## src/rtl/keypad_scanner.sv

```systemverilog
// keypad_scanner: scans a 4x4 matrix keypad, debounces presses/releases and
// strobes the hex code of each newly accepted key.
module keypad_scanner #(
    parameter int SCAN_DIV        = 24000,
    parameter int DEBOUNCE_CYCLES = 480000
) (
    input  logic       clk_i,
    input  logic       reset_i,
    input  logic [3:0] row_i,
    output logic [3:0] col_o,
    output logic [3:0] key_o,
    output logic       key_valid_o,
    output logic       key_held_o
);
    localparam int DW = $clog2(SCAN_DIV);
    localparam int CW = (DEBOUNCE_CYCLES > 1) ? $clog2(DEBOUNCE_CYCLES) : 1;
    localparam logic [DW-1:0] DWELL_LAST = DW'(SCAN_DIV - 1);
    localparam logic [CW-1:0] CNT_LAST = CW'(DEBOUNCE_CYCLES - 1);
    localparam logic [63:0] KEY_MAP = 64'hDF0E_C987_B654_A321;
    typedef enum logic [1:0] {SCAN, DEBOUNCE, HELD, RELEASE} state_t;
    state_t state_q, state_d;
    logic [3:0] row_m_q, row_s_q;
    logic [DW-1:0] dwell_q, dwell_d;
    logic [CW-1:0] cnt_q, cnt_d;
    logic [3:0] col_q, col_d, key_q, key_d;
    logic [1:0] r_q, r_d;
    logic valid_q, valid_d, held_q, held_d;
    logic [3:0] col_next;
    logic [1:0] c_idx, row_low;
    logic hit;
    assign col_next = {col_q[2:0], col_q[3]};
    assign c_idx = col_q[1] ? 2'd1 : col_q[2] ? 2'd2 : col_q[3] ? 2'd3 : 2'd0;
    assign row_low = row_s_q[0] ? 2'd0 : row_s_q[1] ? 2'd1 : row_s_q[2] ? 2'd2 : 2'd3;
    assign hit = row_s_q[r_q];
    always_comb begin
        state_d = state_q;
        dwell_d = dwell_q;
        cnt_d   = cnt_q;
        col_d   = col_q;
        key_d   = key_q;
        r_d     = r_q;
        valid_d = 1'b0;
        case (state_q)
            SCAN: begin
                if (dwell_q == DWELL_LAST) begin
                    dwell_d = '0;
                    if (|row_s_q) begin
                        state_d = DEBOUNCE;
                        r_d     = row_low;
                        cnt_d   = '0;
                    end else begin
                        col_d = col_next;
                    end
                end else begin
                    dwell_d = dwell_q + 1'b1;
                end
            end
            DEBOUNCE: begin
                if (!hit) begin
                    state_d = SCAN;
                    col_d   = col_next;
                    dwell_d = '0;
                end else if (cnt_q == CNT_LAST) begin
                    state_d = HELD;
                    key_d   = KEY_MAP[{r_q, c_idx, 2'b00} +: 4];
                    valid_d = 1'b1;
                end else begin
                    cnt_d = cnt_q + 1'b1;
                end
            end
            HELD: begin
                if (!hit) begin
                    state_d = RELEASE;
                    cnt_d   = '0;
                end
            end
            RELEASE: begin
                if (hit) begin
                    state_d = HELD;
                end else if (cnt_q == CNT_LAST) begin
                    state_d = SCAN;
                    col_d   = col_next;
                    dwell_d = '0;
                end else begin
                    cnt_d = cnt_q + 1'b1;
                end
            end
            default: state_d = SCAN;
        endcase
        held_d = (state_d == HELD) || (state_d == RELEASE);
    end
    always_ff @(posedge clk_i) begin
        if (!reset_i) begin
            state_q <= SCAN;
            row_m_q <= '0;
            row_s_q <= '0;
            dwell_q <= '0;
            cnt_q   <= '0;
            col_q   <= 4'b0001;
            key_q   <= 4'h0;
            r_q     <= '0;
            valid_q <= 1'b0;
            held_q  <= 1'b0;
        end else begin
            state_q <= state_d;
            row_m_q <= row_i;
            row_s_q <= row_m_q;
            dwell_q <= dwell_d;
            cnt_q   <= cnt_d;
            col_q   <= col_d;
            key_q   <= key_d;
            r_q     <= r_d;
            valid_q <= valid_d;
            held_q  <= held_d;
        end
    end
    assign col_o       = col_q;
    assign key_o       = key_q;
    assign key_valid_o = valid_q;
    assign key_held_o  = held_q;
endmodule

```

## config.mk

```make
export PLATFORM = sky130hd
export DESIGN_NAME = keypad_scanner
export DESIGN_NICKNAME = d
export VERILOG_FILES = /design/src/rtl/keypad_scanner.sv
export SDC_FILE = /design/constraint.sdc
export NUM_CORES = 1
export LEC_CHECK = 0
export ABC_AREA = 1
export BUFFER_PORTS_ARGS = -buffer_cell sky130_fd_sc_hd__buf_4
export CAP_MARGIN = 5
export CORE_MARGIN = 2
export CORE_UTILIZATION = 30
export DETAILED_ROUTE_END_ITERATION = 10
export SLEW_MARGIN = 20
export SYNTH_ARGS = -nofsm -noshare
export SYNTH_HDL_FRONTEND = slang
export SYNTH_SLANG_ARGS = --single-unit
```

## constraint.sdc

```tcl
create_clock -name clk_i -period 2.2 [get_ports clk_i]
set_input_delay 0.44 -clock clk_i [delete_from_list [all_inputs] [get_ports clk_i]]
set_output_delay 0.44 -clock clk_i [all_outputs]
set_load 0.05 [all_outputs]
```

# Word level (Yosys, flattened, before mapping)
# Index checks and enable logic that the tools add are counted.
[op_classes]
shift = 1
n_mux = 35
magnitude_cmp = 1
n_eq_ne = 15
reduce_logical = 10
add_sub_neg = 2
[ops]
columns = ["cell", "n"]
rows = [
  ["19-bit 2-to-1 mux", 6],
  ["19-bit one-hot mux with 4 select lines", 1],
  ["64-bit by 7-bit variable part select with 4-bit output, first input constant", 1],
  ["15-bit 2-to-1 mux", 4],
  ["15-bit one-hot mux with 3 select lines", 1],
  ["2-bit 2-to-1 mux", 12],
  ["4-bit 2-to-1 mux", 5],
  ["19-bit by 1-bit adder with 19-bit output, second input constant", 1],
  ["19-bit equality test, second input constant", 1],
  ["2-bit inequality test, second input constant", 8],
  ["15-bit by 1-bit adder with 15-bit output, second input constant", 1],
  ["15-bit equality test, second input constant", 1],
  ["4-bit one-hot mux with 3 select lines", 1],
  ["3-bit AND reduction", 3],
  ["2-bit equality test, second input constant", 4],
  ["2-bit one-hot mux with 4 select lines", 1],
  ["6-bit AND reduction", 1],
  ["5-bit AND reduction", 1],
  ["4-bit AND reduction", 1],
  ["4-bit OR reduction", 1],
  ["2-bit by 3-bit less-than comparator with 1-bit output, second input constant", 1],
  ["1-bit 2-to-1 mux", 3],
  ["3-bit nonzero test", 1],
  ["1-bit binary-select mux with 2-bit select", 1],
  ["3 further kinds", 3],
]
[word_totals]
wordCells = 74
reg_bits = 56
inputBits = 6
out_inout_bits = 10

# Logic depth before layout (Yosys ltp)
[logic_depth]
depth_word = 6
depth_mapped = 12
depth_no_buf = 12

# Worst setup path after synthesis
# No wires, ideal clock.
[synth_timing]
path_type = "reg2reg"
startpoint = "register col_q[3], in the netlist col_o[3]"
endpoint = "register key_q[1], in the netlist key_o[1]"
arrival_time_ns = 1.856
setup_ns = 0.116
n_path_buf = 0
path_stages_with_launch = 9
setup_slack_ns = 0.228
required_time_ns = 2.084
period_less_slack_ns = 1.972
cell_sequence = "dfxtp_1 inv_1 o21ai_0 inv_1 ha_1 o211ai_1 nand2_1 o21ai_0 nor2_1"
[synth_between]
elab_chain_cells = 4
[synth_rtl]
columns = ["item", "line", "rtl"]
rows = [
  ["start, declared", "25", "logic [3:0] col_q, col_d, key_q, key_d;"],
  ["start signal, assigned", "110", "col_q <= col_d;"],
  ["2-bit 2-to-1 mux (3 in a row)", "32", "assign c_idx = col_q[1] ? 2'd1 : col_q[2] ? 2'd2 : col_q[3] ? 2'd3 : 2'd0;"],
  ["64-bit by 7-bit variable part select with 4-bit output", "65", "key_d = KEY_MAP[{r_q, c_idx, 2'b00} +: 4];"],
  ["end signal, assigned", "111", "key_q <= key_d;"],
  ["end, declared", "25", ""],
]
# Every way passes these cells.
# A chain may end at the register's enable or synchronous reset.

# Worst setup path after layout
[layout_timing]
startpoint = "register cnt_q[1]"
endpoint = "register dwell_q[4]"
[layout_between]
elab_chain_cells = 3
[layout_rtl]
columns = ["item", "line", "rtl"]
rows = [
  ["start, declared", "24", "logic [CW-1:0] cnt_q, cnt_d;"],
  ["start signal, assigned", "109", "cnt_q <= cnt_d;"],
  ["19-bit equality test", "80", "end else if (cnt_q == CNT_LAST) begin"],
  ["2-bit inequality test (no source line)", "n/a", ""],
  ["4-bit AND reduction (no source line)", "n/a", ""],
  ["end signal, assigned", "108", "dwell_q <= dwell_d;"],
  ["end, declared", "23", "logic [DW-1:0] dwell_q, dwell_d;"],
]
# Every way passes these cells.

==> qor.txt <==
========================================================================================
Count of placed standard cells including taps                                        683
Part of the total power dissipated in sequential elements                          50.1%
Biggest fanout along the worst timing path                                            18
Synthesized area per cell                                                     6.50 sq um
Number of global-route vias before repair                                           3084
Layout Nets                                                                          560
DRC violation count after routing                                                      0
Remaining global-route overflow                                                        0
Worst IR Drop VDD                                                             0.000442 V
Buffers on Ports                                                                      15
Slack of the worst reg-to-reg path                                                250 ps
Nature of the critical path startpoint                                          register
Final setup TNS                                                                     0 ps
Crit path capture type                                                          register
Total half-perimeter wirelength after legalization and detailed placement        5840 um
Non-filler cells, final                                                              691
Number of antenna violations at the first check in global routing                      0
Maximum clock path buffer count                                                        2
RSZ-0062 raised after global routing                                                  no
Hold Fails Final Rpt                                                                   0
Worst r2r dst                                                                 dwell_q[4]
Cell area after placement                                                     3720 sq um
Reg clk slew, reported paths                                                       80 ps
Proportion of layout cells with a drive suffix above 1                             15.5%
RePlAce Congestion                                                                 0.894
TritonCTS clock tree                                                                done
Fillers                                                                             1254
Cell family with the largest share of critical-path delay                   simple AND/OR/NAND/NOR gates
Type of the most critical hold path                                               in2reg
CP required                                                                      2430 ps
DR vias/cell                                                                        4.73
CTS Buf Count                                                                          5
Most frequently used flop master after synthesis                            sky130_fd_sc_hd__dfxtp_1
Chip Height                                                                       111 um
Post-synthesis cell area                                                      3440 sq um
Beginning of the critical path                                                  cnt_q[1]
Wire length of the first global-routing pass                                    13900 um
Internal power summed over all cells                                             1580 uW
Number of cells traversed by the worst register-to-register path                      11
Reg2reg start                                                                   cnt_q[1]
Number of nets in the synthesized netlist                                            543
Count of H-tree levels built during CTS                                                2
Clk_lat worst skew                                                                300 ps
Worst-path cell with the longest stage delay                                sky130_fd_sc_hd__dfxtp_1
Run status                                                                     completed
Total routing usage reported by global routing                                     13.2%
Root buffer cell                                                            sky130_fd_sc_hd__clkbuf_16
Final Setup Violations                                                                 0
Clk pwr share                                                                      46.6%
# Max-Cap Violations                                                                   0
Vias                                                                                3265
Total Wirelength                                                                 7810 um
Chip Width                                                                        111 um
Number of placement rows                                                              39
Seq/Total Area, Yosys                                                              32.0%
Instance count along the most critical hold path                                       3
Warning count from the yosys run                                                       0
Synthesis-to-finish area growth                                                    13.1%
Detailed router's first-iteration violation count                                    119
Sinks on the clock net                                                                55
Total power density per cell area                                            520 nW/um^2
Sw power                                                                          444 uW
Critical path buffer and inverter count                                                3
Post-synthesis cell type count                                                        37
Number of pins exceeding their max-slew limit in the final report                      0
Cell area after layout                                                        3890 sq um
Share of flip-flops with an asynchronous set or reset after synthesis                 0%
Achievable frequency                                                             512 MHz
Combinational group share of total power                                            3.4%
Leakage power of the design                                                   0.00147 uW
Crit Path Class                                                                  reg2reg
Measured slew at the worst slew-check pin                                         428 ps
Most common library cell in the layout ignoring fill and taps               sky130_fd_sc_hd__nand2_1
Instance count of the mapped netlist                                                 530
Total area of multi-input combinational cells                                 2080 sq um
Data arrival time of the worst path                                              2190 ps
Antenna-violating nets left                                                            0
Die Outline Area                                                             12400 sq um
Clock Skews                                                                      11.1 ps
Most used cells in the layout excluding fill and tap cells                  147 x sky130_fd_sc_hd__nand2_1, 85 x sky130_fd_sc_hd__nor2_1, 55 x sky130_fd_sc_hd__dfxtp_1, 46 x sky130_fd_sc_hd__nand3_1, 36 x sky130_fd_sc_hd__inv_1
Slew margin rel.                                                                   71.4%
Largest net degree at the start of global routing                                     25
Flip-flop and latch count after synthesis                                             55
First-pass detailed-route iteration total                                              4
Series of cell instances along the critical path                            ha_1 -> inv_2 -> nor2_4 -> nand2_4 -> clkinv_2 -> nand3_1 -> nand2_1 -> nand3_4 -> inv_2 -> nand2_1 -> a21oi_1
Capture point of the worst path                                               dwell_q[4]
Cell count along the critical path                                                    11
Drt wl/cell                                                                      11.3 um
Number of gates resized after CTS                                                      0
Hold bufs inserted after CTS                                                           0
Antenna cells                                                                          0
Number of top-level pins                                                              16
Crit path largest cell delay                                                      390 ps
Post-CTS Setup Inserts                                                                 0
FF+latch area                                                                 1100 sq um
Fraction of power spent switching nets                                             21.9%
Core outline area                                                            11300 sq um
Share of the clock period used by the worst path                                   88.8%
EDFF count, synth                                                                      0
Initial Utilization                                                                30.4%
Clock period minus final worst setup slack                                       1950 ps
========================================================================================
area by class of cell:
| class | count | area share [%] |
|---|---|---|
| multi-input combinational | 413 | 53.4 |
| timing repair buffer | 23 | 4.43 |
| inverter | 49 | 4.82 |
| clock inverter | 3 | 1.28 |
| tap | 143 | 4.59 |
| clock buffer | 5 | 3.21 |
| sequential | 55 | 28.3 |
power by group through the flow:
stage	Clock (uW)	Combinational (uW)	Sequential, uW
after floorplan	0	48.9	1040
after global placement	0	66.6	1040
after detailed placement	0	68.3	1040
after CTS	965	68.9	1010
after global routing	1010	78.7	1010
final	943	68.1	1010
Yosys cell counts, types with 8 or more instances:
library cell	instances	area, sq um
sky130_fd_sc_hd__nor2_2	9	56.3
sky130_fd_sc_hd__nand3_1	46	230
sky130_fd_sc_hd__nor2_1	85	319
sky130_fd_sc_hd__inv_1	36	135
sky130_fd_sc_hd__o21ai_0	11	55.1
sky130_fd_sc_hd__dfxtp_1	55	1100
sky130_fd_sc_hd__inv_2	11	41.3
sky130_fd_sc_hd__nor3_1	8	40.0
sky130_fd_sc_hd__a21oi_1	34	170
sky130_fd_sc_hd__nand4_1	11	68.8
sky130_fd_sc_hd__nand2_1	147	552
tightest hold or removal path: stages:
cell and delay [ps]:
sky130_fd_sc_hd__buf_4 80, sky130_fd_sc_hd__nand2_1 40, sky130_fd_sc_hd__inv_1 40
how the worst min path moves through the flow:
stage / start / to / slack [ps]
floorplan: row_m_q[0] / row_s_q[0] / 390
global placement: row_m_q[2] / row_s_q[2] / 400
detailed placement: row_m_q[2] / row_s_q[2] / 400
CTS: row_i[2] / row_m_q[2] / 320
global route: row_i[2] / row_m_q[2] / 320
finish: row_i[2] / row_m_q[2] / 320
stage by stage:
step,setup WS [ps],hold slack (ps),util (%),total power (uW)
after global routing,34.8,318,34.4,2100
after detailed placement,234,401,32.9,1110
after floorplan,228,390,-,1080
final,246,322,34.4,2020
after CTS,220,317,34.4,2050
after global placement,342,395,32.9,1100
cells by family after synthesis:
| kind of cell | count (synthesis) | synth area share, % |
|---|---|---|
| flip-flops | 55 | 32.0 |
| buffers and inverters | 62 | 7.63 |
| AND/OR/NAND/NOR | 331 | 44.3 |
| adder cells (fa/ha/maj) | 7 | 2.54 |
| XOR/XNOR | 10 | 2.54 |
| AO/OA/AOI/OAI | 65 | 11.0 |
sequential cells by signal (all words and copies together) (netlist names), named ones only:
| signal | cells |
|---|---|
| cnt_q | 19 |
| col_o | 4 |
| row_m_q | 4 |
| r_q | 2 |
| state_q | 1 |
| key_valid_o | 1 |
| key_o | 4 |
| dwell_q | 15 |
| row_s_q | 4 |
metal layers:
layer  GRT usage (%)  wire length, um
met1            17.1             3900
met2            22.5             3640
met3            2.62              203
met4            3.62               75
met5               0                0
No activity file was read; power rests on OpenSTA's default activity.
